### config.mk
export PLATFORM = sky130hd
export DESIGN_NAME = cpcs_tx_reset_seq
export DESIGN_NICKNAME = d
export VERILOG_FILES = /design/src/rtl/cpcs_tx_reset_seq.sv
export SDC_FILE = /design/constraint.sdc
export NUM_CORES = 1
export LEC_CHECK = 0
export BUFFER_PORTS_ARGS = -buffer_cell sky130_fd_sc_hd__buf_2
export CAP_MARGIN = 10
export CORE_AREA = 2 2 51 53
export CTS_CLUSTER_SIZE = 10
export DETAILED_ROUTE_END_ITERATION = 12
export DIE_AREA = 0 0 53 55
export PLACE_DENSITY = 0.75
export SYNTH_ARGS = -nofsm -noshare
export SYNTH_HDL_FRONTEND = slang
export SYNTH_SLANG_ARGS = --single-unit
### constraint.sdc
create_clock -name EPCS_TxCLK -period 3.34 [get_ports EPCS_TxCLK]
set_input_delay 0.501 -clock EPCS_TxCLK [delete_from_list [all_inputs] [get_ports EPCS_TxCLK]]
set_output_delay 0.501 -clock EPCS_TxCLK [all_outputs]
set_load 0.02 [all_outputs]
### src/rtl/cpcs_tx_reset_seq.sv
// TX-side reset sequencer for CorePCS.
// Waits for TX PLL lock, holds the lane TX reset, releases it, lets the lane
// settle and then reports readiness. A lock timeout is retried a bounded
// number of times before the sequencer parks in a terminal FAIL state.
// Everything runs on EPCS_TxCLK; pll_lock is synchronized internally.
`timescale 1ns/1ps
module cpcs_tx_reset_seq #(
  parameter int unsigned SYNC_STAGES   = 3,
  parameter int unsigned HOLD_CYCLES   = 16,
  parameter int unsigned SETTLE_CYCLES = 64,
  parameter int unsigned LOCK_TIMEOUT  = 1024,
  parameter int unsigned MAX_RETRY     = 3
) (
  input  logic       EPCS_TxCLK,
  input  logic       aresetn,
  input  logic       pll_lock,
  input  logic       tx_rst_req,
  output logic       EPCS_TxRSTn,
  output logic       tx_ready,
  output logic       seq_fail,
  output logic [2:0] seq_state,
  output logic [2:0] retry_cnt
);

  // One shared timer, wide enough for the longest of the three intervals.
  localparam int unsigned TMAX_A = (LOCK_TIMEOUT > SETTLE_CYCLES) ? LOCK_TIMEOUT : SETTLE_CYCLES;
  localparam int unsigned TMAX   = (TMAX_A > HOLD_CYCLES) ? TMAX_A : HOLD_CYCLES;
  localparam int unsigned TW     = (TMAX > 1) ? $clog2(TMAX) : 1;

  typedef logic [TW-1:0] timer_t;

  localparam timer_t     LOCK_LAST   = timer_t'(LOCK_TIMEOUT - 1);
  localparam timer_t     HOLD_LAST   = timer_t'(HOLD_CYCLES - 1);
  localparam timer_t     SETTLE_LAST = timer_t'(SETTLE_CYCLES - 1);
  localparam logic [2:0] RETRY_MAX   = 3'(MAX_RETRY);

  typedef enum logic [2:0] {
    ST_RESET     = 3'd0,
    ST_WAIT_LOCK = 3'd1,
    ST_HOLD      = 3'd2,
    ST_SETTLE    = 3'd3,
    ST_READY     = 3'd4,
    ST_FAIL      = 3'd5
  } state_t;

  logic [SYNC_STAGES-1:0] sync_q;
  logic                   lock_s;

  state_t     state_q, state_d;
  timer_t     timer_q, timer_d;
  logic [2:0] retry_q, retry_d;
  logic [2:0] retry_inc;
  logic       rearm;
  logic       counting;
  logic       rstn_q, rstn_d;
  logic       ready_q, ready_d;
  logic       fail_q, fail_d;

  // Multi-flop synchronizer bringing the asynchronous PLL lock into EPCS_TxCLK.
  always_ff @(posedge EPCS_TxCLK or negedge aresetn) begin
    if (!aresetn) sync_q <= '0;
    else          sync_q <= {sync_q[SYNC_STAGES-2:0], pll_lock};
  end

  assign lock_s = sync_q[SYNC_STAGES-1];

  // State, timer, retry count and the registered lane outputs.
  always_ff @(posedge EPCS_TxCLK or negedge aresetn) begin
    if (!aresetn) begin
      state_q <= ST_RESET;
      timer_q <= '0;
      retry_q <= '0;
      rstn_q  <= 1'b0;
      ready_q <= 1'b0;
      fail_q  <= 1'b0;
    end else begin
      state_q <= state_d;
      timer_q <= timer_d;
      retry_q <= retry_d;
      rstn_q  <= rstn_d;
      ready_q <= ready_d;
      fail_q  <= fail_d;
    end
  end

  // Next-state logic; restart request overrides every other transition.
  always_comb begin
    state_d   = state_q;
    retry_d   = retry_q;
    rearm     = 1'b0;
    retry_inc = retry_q + 3'd1;

    if (tx_rst_req) begin
      state_d = ST_RESET;
      retry_d = '0;
    end else begin
      case (state_q)
        ST_RESET:     state_d = ST_WAIT_LOCK;
        ST_WAIT_LOCK: begin
          if (lock_s) begin
            state_d = ST_HOLD;
          end else if (timer_q == LOCK_LAST) begin
            if (retry_q != RETRY_MAX) retry_d = retry_inc;
            if (retry_inc >= RETRY_MAX) state_d = ST_FAIL;
            else                        rearm   = 1'b1;
          end
        end
        ST_HOLD: begin
          if (!lock_s)                    state_d = ST_WAIT_LOCK;
          else if (timer_q == HOLD_LAST)  state_d = ST_SETTLE;
        end
        ST_SETTLE: begin
          if (!lock_s) begin
            state_d = ST_WAIT_LOCK;
          end else if (timer_q == SETTLE_LAST) begin
            state_d = ST_READY;
            retry_d = '0;
          end
        end
        ST_READY: if (!lock_s) state_d = ST_WAIT_LOCK;
        ST_FAIL:  state_d = ST_FAIL;
        default:  state_d = ST_RESET;
      endcase
    end

    // Timer only runs in the timed states and restarts on any state change or retry.
    counting = (state_q == ST_WAIT_LOCK) || (state_q == ST_HOLD) || (state_q == ST_SETTLE);
    if ((state_d != state_q) || rearm || tx_rst_req || !counting) timer_d = '0;
    else                                                          timer_d = timer_q + timer_t'(1);

    // Outputs decoded from the next state so they change on the same edge as the state.
    rstn_d  = (state_d == ST_SETTLE) || (state_d == ST_READY);
    ready_d = (state_d == ST_READY);
    fail_d  = (state_d == ST_FAIL);
  end

  assign EPCS_TxRSTn = rstn_q;
  assign tx_ready    = ready_q;
  assign seq_fail    = fail_q;
  assign seq_state   = state_q;
  assign retry_cnt   = retry_q;

endmodule
==> impl_metrics.toml, run 1 <==
[clock_tree]
insertion_delay_ns = 0.31
cts_buffers = 3
cts-root-buf = "clkbuf_4"
cts.sinks = 22
cts_max_level = 1
cts_hold_buf = 0
cts_tree = "yes"
cts.clk_slew.worst_paths_ns = 0.12
cts_max_path_buffers = 2
post_cts_buffers = 0
cts.repair.resized = 0

[detailed_routing]
vias_per_cell = 5.43
ant_nets = 0
finalWirelength_mm = 2.13
routedWlPerCell_um = 13.3
drtIter0Drc = 21
via_count = 868
dr.pass1.iters = 4
drcViolationCount = 0

[floorplan]
coreArea_sq_um = 2360
die_y_um = 55
start_util = 0.472
ios = 13
rows = 18
dieWidth_um = 53
dieArea_sq_um = 2920

[job]
max_cap_violations = 0

[worst_setup_path]
path_max_fanout = 5
required_ns = 3.51
cp_data_arrival_time_ns = 2.28
ff2ff_setup_slack_ns = 1.24
critPathCaptureType = "register"
startpoint_type = "register"
critPathKind = "register to register"

[yosys]
synth_ff_type = "dfrtp_1"
ys_seq_elements = 22
synth_top_area_frac = 0.493
synth_fp_nets = 124
synth_edf_count = 0
post-synth-top-area-cell = "dfrtp_1"
synth_commonest_cells = "dfrtp_1, nor2_1, nand2_1, inv_1, nand3_1"
synth-seq-area-share = 0.493
synth_cell_types = 35
yosysMostFrequentCell = "dfrtp_1"
async_reset_ff_frac = 1.00
ys.warnings.count = 0
syn_area_per_cell_sq_um = 9.63
synthTopCellsByArea = "dfrtp_1, nor2_1, ha_1"
synthCells = 116
synth_area_sq_um = 1120

[layout]
syn_to_final_growth_pct = 10.4
drive_above_1_share = 0.200
final_util = 0.522
nets = 140
antenna_cells = 0

[grt]
grt_max_degree = 23
first_global_vias = 811
antenna_found_initial = 0
grt_pass1_wl_mm = 3.47
grt_usage = 0.166
gr-total-overflow = 0

[sta]
setup_viol = 0
worst_pin_slew_ns = 0.486
tns_ns = 0
finalCritPeriodShare = 0.629
skew_ns = 0.00867
min_period_ns = 2.10
holdWs_ns = 0.134
rsz0062_at_grt = "false"
timing.final.max_slew_violations = 0
slew_headroom = 0.676
hold_viol_final = 0
max_freq_mhz = 476

[status]
status = "complete, no violations"

[power_and_ir_drop]
max-vdd-ir-drop_v = 0.000198
power_density_nw_per_um2 = 347
finalPower_mw = 0.428
cellLeakagePower_nw = 0.551

[hold_path]
hold_class = "input pin to async pin"

[placed_design]
portBuffers = 12
hpwl_mm = 1.53
gp_congestion = 0.880
## layout make-up
class	count	area [sq um]
clock buffers	3	22.5
fillers	231	1130
inverters	8	30.0
multi-input cells	85	533
flip-flops and latches	22	551
well taps	30	37.5
repair buffers	12	60.1
## kinds of logic after synthesis
kind of cell             Yosys count  synth area share
AND/OR/NAND/NOR                   54             0.251
flip-flops                        22             0.493
AO/OA/AOI/OAI                     19             0.119
adder cells (fa/ha/maj)            4            0.0448
XOR/XNOR                           8            0.0627
buffers and inverters              9            0.0302
## layout by cell type (no fill, tap or decap), types with 2 or more instances in the layout
master / Yosys / routed
buf_2: 0 / 12
nor2_1: 20 / 20
a21oi_1: 4 / 4
nand2b_1: 2 / 2
or2_2: 3 / 3
xor2_1: 5 / 5
nor3_1: 2 / 2
nor4_1: 2 / 2
nand3_1: 6 / 6
ha_1: 4 / 4
xnor2_1: 3 / 3
o22ai_1: 4 / 4
a311oi_1: 2 / 2
nand2_1: 8 / 8
or3_1: 3 / 3
clkbuf_4: 0 / 3
dfrtp_1: 22 / 22
inv_1: 7 / 7
## registers in the layout (all words and copies together), names as in the netlist
| signal | count |
|---|---|
| seq_state | 3 |
| tx_ready | 1 |
| seq_fail | 1 |
| sync_q | 3 |
| retry_cnt | 3 |
| EPCS_TxRSTn | 1 |
| timer_q | 10 |
## report_power, final
part	internal (mW)	total (mW)	switching, mW
registers	0.271	0.278	0.00663
logic	0.0104	0.0314	0.0210
clock network	0.0421	0.119	0.0764
## worst paths after layout
path / cells past startpoint / startpoint / end
hold / removal: 1 / aresetn / retry_cnt[1]
hold reg to reg: 0 / sync_q[0] / sync_q[1]
setup reg to reg: 4 / timer_q[6] / EPCS_TxRSTn
setup / recovery: 4 / timer_q[6] / EPCS_TxRSTn
min in group EPCS_TxCLK: 1 / pll_lock / sync_q[0]
max in group asynchronous: 1 / aresetn / seq_state[0]
## through the flow
step | setup slack (ns) | area, sq um | instances
2_1_floorplan | 1.39 | 1120 | 116
3_3_place_gp | 1.29 | 1210 | 157
3_5_place_dp | 1.27 | 1210 | 157
4_1_cts | 1.25 | 1230 | 160
5_1_grt | 1.06 | 1230 | 160
6_report | 1.24 | 1230 | 160
## worst max-delay path: stages (launching register included)
cell and delay, ns:
dfrtp_1 0.45, or4_4 0.59, or3_4 0.42, a211oi_2 0.39
a211oi_1 0.12
## layer usage
layer  vias to the layer above  wire [um]  global-route usage
li1                        427          -                   -
met1                       423        967               0.197
met2                        13       1060               0.298
met3                         5         69              0.0242
met4                         0         36              0.0769
met5                         -          0                   0
Note: power is estimated with default switching activity, not from simulation.
==> run 2: changes to the inputs <==
Settings changed: ABC_AREA from default to 1, CORE_AREA 2 2 51 53 to 2 2 53 55, DIE_AREA 0 0 53 55 to 0 0 55 57, PLACE_DENSITY 0.75 to 0.77.
Clock period 3.34 ns to 1.82 ns, I/O delays scaled along.
==> run 2 against run 1 <==
Compared with the run above:
- sequential cell count stayed put
- critical path depth is 6 higher
- synthesized area is 7.6% higher
- die area is 7.5% higher
- cell count is 28% higher
- global-route usage is 0.056 points lower
- core utilization is 4.0 points higher
- combinational power grew to 5.9 times the previous value
- synthesized cell count is 31% higher
- count of clock-buffer cells in the layout is 1 higher
==> impl_metrics.toml, run 2 <==
[worst_setup_path]
critPathKind = "register to register"
reg2regPathDepth = 10
cpPeakStageDelay_ns = 0.40
critPathCaptureType = "register"
startpoint_type = "register"
cp_data_arrival_time_ns = 1.99
path_max_fanout = 5
cp_common_cell = "nor2_2"
crit_start = "retry_cnt[0]"
cp_cell_sequence = "buf_4 -> inv_1 -> ha_4 -> o21ai_2 -> nor2_2 -> nand3b_1 -> nand2_1 -> nor2_4 -> nand3_4 -> nor2_2"
required_ns = 2.07
r2r_start = "retry_cnt[0]"
critPathSlowestCell = "dfrtp_1"

[floorplan]
start_util = 0.460
ios = 13
coreArea_sq_um = 2620
dieArea_sq_um = 3140
dieWidth_um = 55
rows = 19
die_y_um = 57

[detailed_routing]
ant_nets = 0
drcViolationCount = 0
drtIter0Drc = 45
vias_per_cell = 5.06
finalWirelength_mm = 2.44
via_count = 1037
routedWlPerCell_um = 11.9
dr.pass1.iters = 4

[yosys]
synth_edf_count = 0
synth_fp_nets = 160
ys.warnings.count = 0
synth-seq-area-share = 0.458
async_reset_ff_frac = 1.00
synthCells = 152
syn_area_per_cell_sq_um = 7.91
synthTopCellsByArea = "dfrtp_1, nand2_1, nor2_1"
synth_commonest_cells = "nand2_1, nor2_1, dfrtp_1, inv_1, nand3_1"
synth_ff_type = "dfrtp_1"
synth_area_sq_um = 1200
ys_seq_elements = 22
synth_cell_types = 25
yosysMostFrequentCell = "nand2_1"
post-synth-top-area-cell = "dfrtp_1"
synth_top_area_frac = 0.458

[sta]
slew_headroom = 0.678
hold_viol_final = 0
timing.final.max_slew_violations = 0
worst_pin_slew_ns = 0.483
rsz0062_at_grt = "true"
min_period_ns = 1.74
max_freq_mhz = 576
skew_ns = 0.00106
setup_viol = 0
finalCritPeriodShare = 0.953

[clock_tree]
cts-root-buf = "clkbuf_4"
cts_buffers = 3
cts_max_path_buffers = 2
cts_max_level = 1
cts_tree = "yes"
insertion_delay_ns = 0.31
cts.clk_slew.worst_paths_ns = 0.12
cts.sinks = 22

[status]
status = "complete, no violations"

[hold_path]
hold_class = "input pin to register"
holdCritStartpoint = "pll_lock"
hold_depth = 1

[power_and_ir_drop]
p_seq_frac = 0.533
sw_frac_of_total = 0.282
p_comb_frac = 0.192
clockPowerShare = 0.276
p_switching_mw = 0.275
max-vdd-ir-drop_v = 0.000546
internal_power_mw = 0.699
cellLeakagePower_nw = 0.739
finalPower_mw = 0.974
power_density_nw_per_um2 = 663

[grt]
grt_usage = 0.166
antenna_found_initial = 0
gr-total-overflow = 0
first_global_vias = 919
grt_pass1_wl_mm = 3.86
grt_max_degree = 23

[layout]
nets = 183
largest_register_ffs = 10
antenna_cells = 0
top_register = "timer_q"
final_cell_mix = "nand2_1, dfrtp_1, inv_1"
syn_to_final_growth_pct = 22.2
design_area_sq_um = 1470
drive_above_1_share = 0.276
final_common_cell = "nand2_1"

[job]
max_cap_violations = 0

[placed_design]
hpwl_mm = 1.66
placedInstanceArea_sq_um = 1320
portBuffers = 12
gp_congestion = 0.861
[run 2: cells by family (layout without fill, tap and decap cells)]
family / Yosys count / count (layout) / share of synthesized area
compound gates: 8 / 8 / 0.0395
simple gates: 92 / 93 / 0.359
flops: 22 / 22 / 0.458
xor+xnor: 5 / 5 / 0.0364
fa+ha+maj: 4 / 4 / 0.0416
buf+inv: 21 / 42 / 0.0656
[run 2: what timing repair did]
| item | CTS | global route |
|---|---|---|
| hold buffers | 1 | 0 |
| buffers inserted | 0 | 2 |
| cloned | 1 | 0 |
| hold endpoints to repair | 22 | 0 |
| pin swaps | 1 | 10 |
| gates resized for setup | 2 | 16 |
| endpoints found under the setup margin | 10 | 14 |
[run 2: area by class of cell]
class                   count  area, sq um
fillers                   247         1150
clock buffers               4         36.3
repair buffers             17          100
well taps                  31         38.8
inverters                  21         78.8
flip-flops and latches     22          551
multi-input cells         110          664
[run 2: metrics by stage]
| step | cells | util | setup TNS, ns | setup WS (ns) | hold WS, ns |
|---|---|---|---|---|---|
| after detailed placement | 197 | 0.503 | -0.152 | -0.0319 | 0.270 |
| after global routing | 205 | 0.562 | -0.232 | -0.0608 | 0.0414 |
| final | 205 | 0.562 | 0 | 0.0847 | 0.0592 |
| after global placement | 197 | 0.503 | 0 | 0.0563 | 0.259 |
| after CTS | 203 | 0.528 | -0.0184 | -0.00773 | 0.0459 |
| after floorplan | 152 | - | 0 | 0.00786 | -0.0226 |
[run 2: layer usage]
metal	routed length (um)	track usage	vias to the layer above
met5	0	0	-
met4	38	0.0627	0
met3	99	0.0236	5
met2	1190	0.248	35
met1	1120	0.241	475
li1	-	-	522
[run 2: critical path, delay by kind of cell, from the launching register on]
kind / cells / cell delay, ns
buffers and inverters: 2 / 0.26
flip-flops: 1 / 0.40
AND/OR/NAND/NOR: 6 / 0.68
AO/OA/AOI/OAI: 1 / 0.12
adder cells (fa/ha/maj): 1 / 0.22
[run 2: worst paths after layout]
kind	end	slack, ns
worst max-delay path	timer_q[9]	0.08
worst min-delay path	sync_q[0]	0.06
worst max register to register	timer_q[9]	0.08
worst min register to register	sync_q[1]	0.36
max in group asynchronous	seq_state[1]	1.06
min in group asynchronous	retry_cnt[2]	0.44
[run 2: power groups by stage]
stage	Clock (mW)	Sequential, mW	Combinational (mW)
finish	0.268	0.519	0.186
global route	0.296	0.522	0.210
CTS	0.281	0.518	0.156
detailed placement	0	0.528	0.148
global placement	0	0.526	0.144
floorplan	0	0.542	0.0804
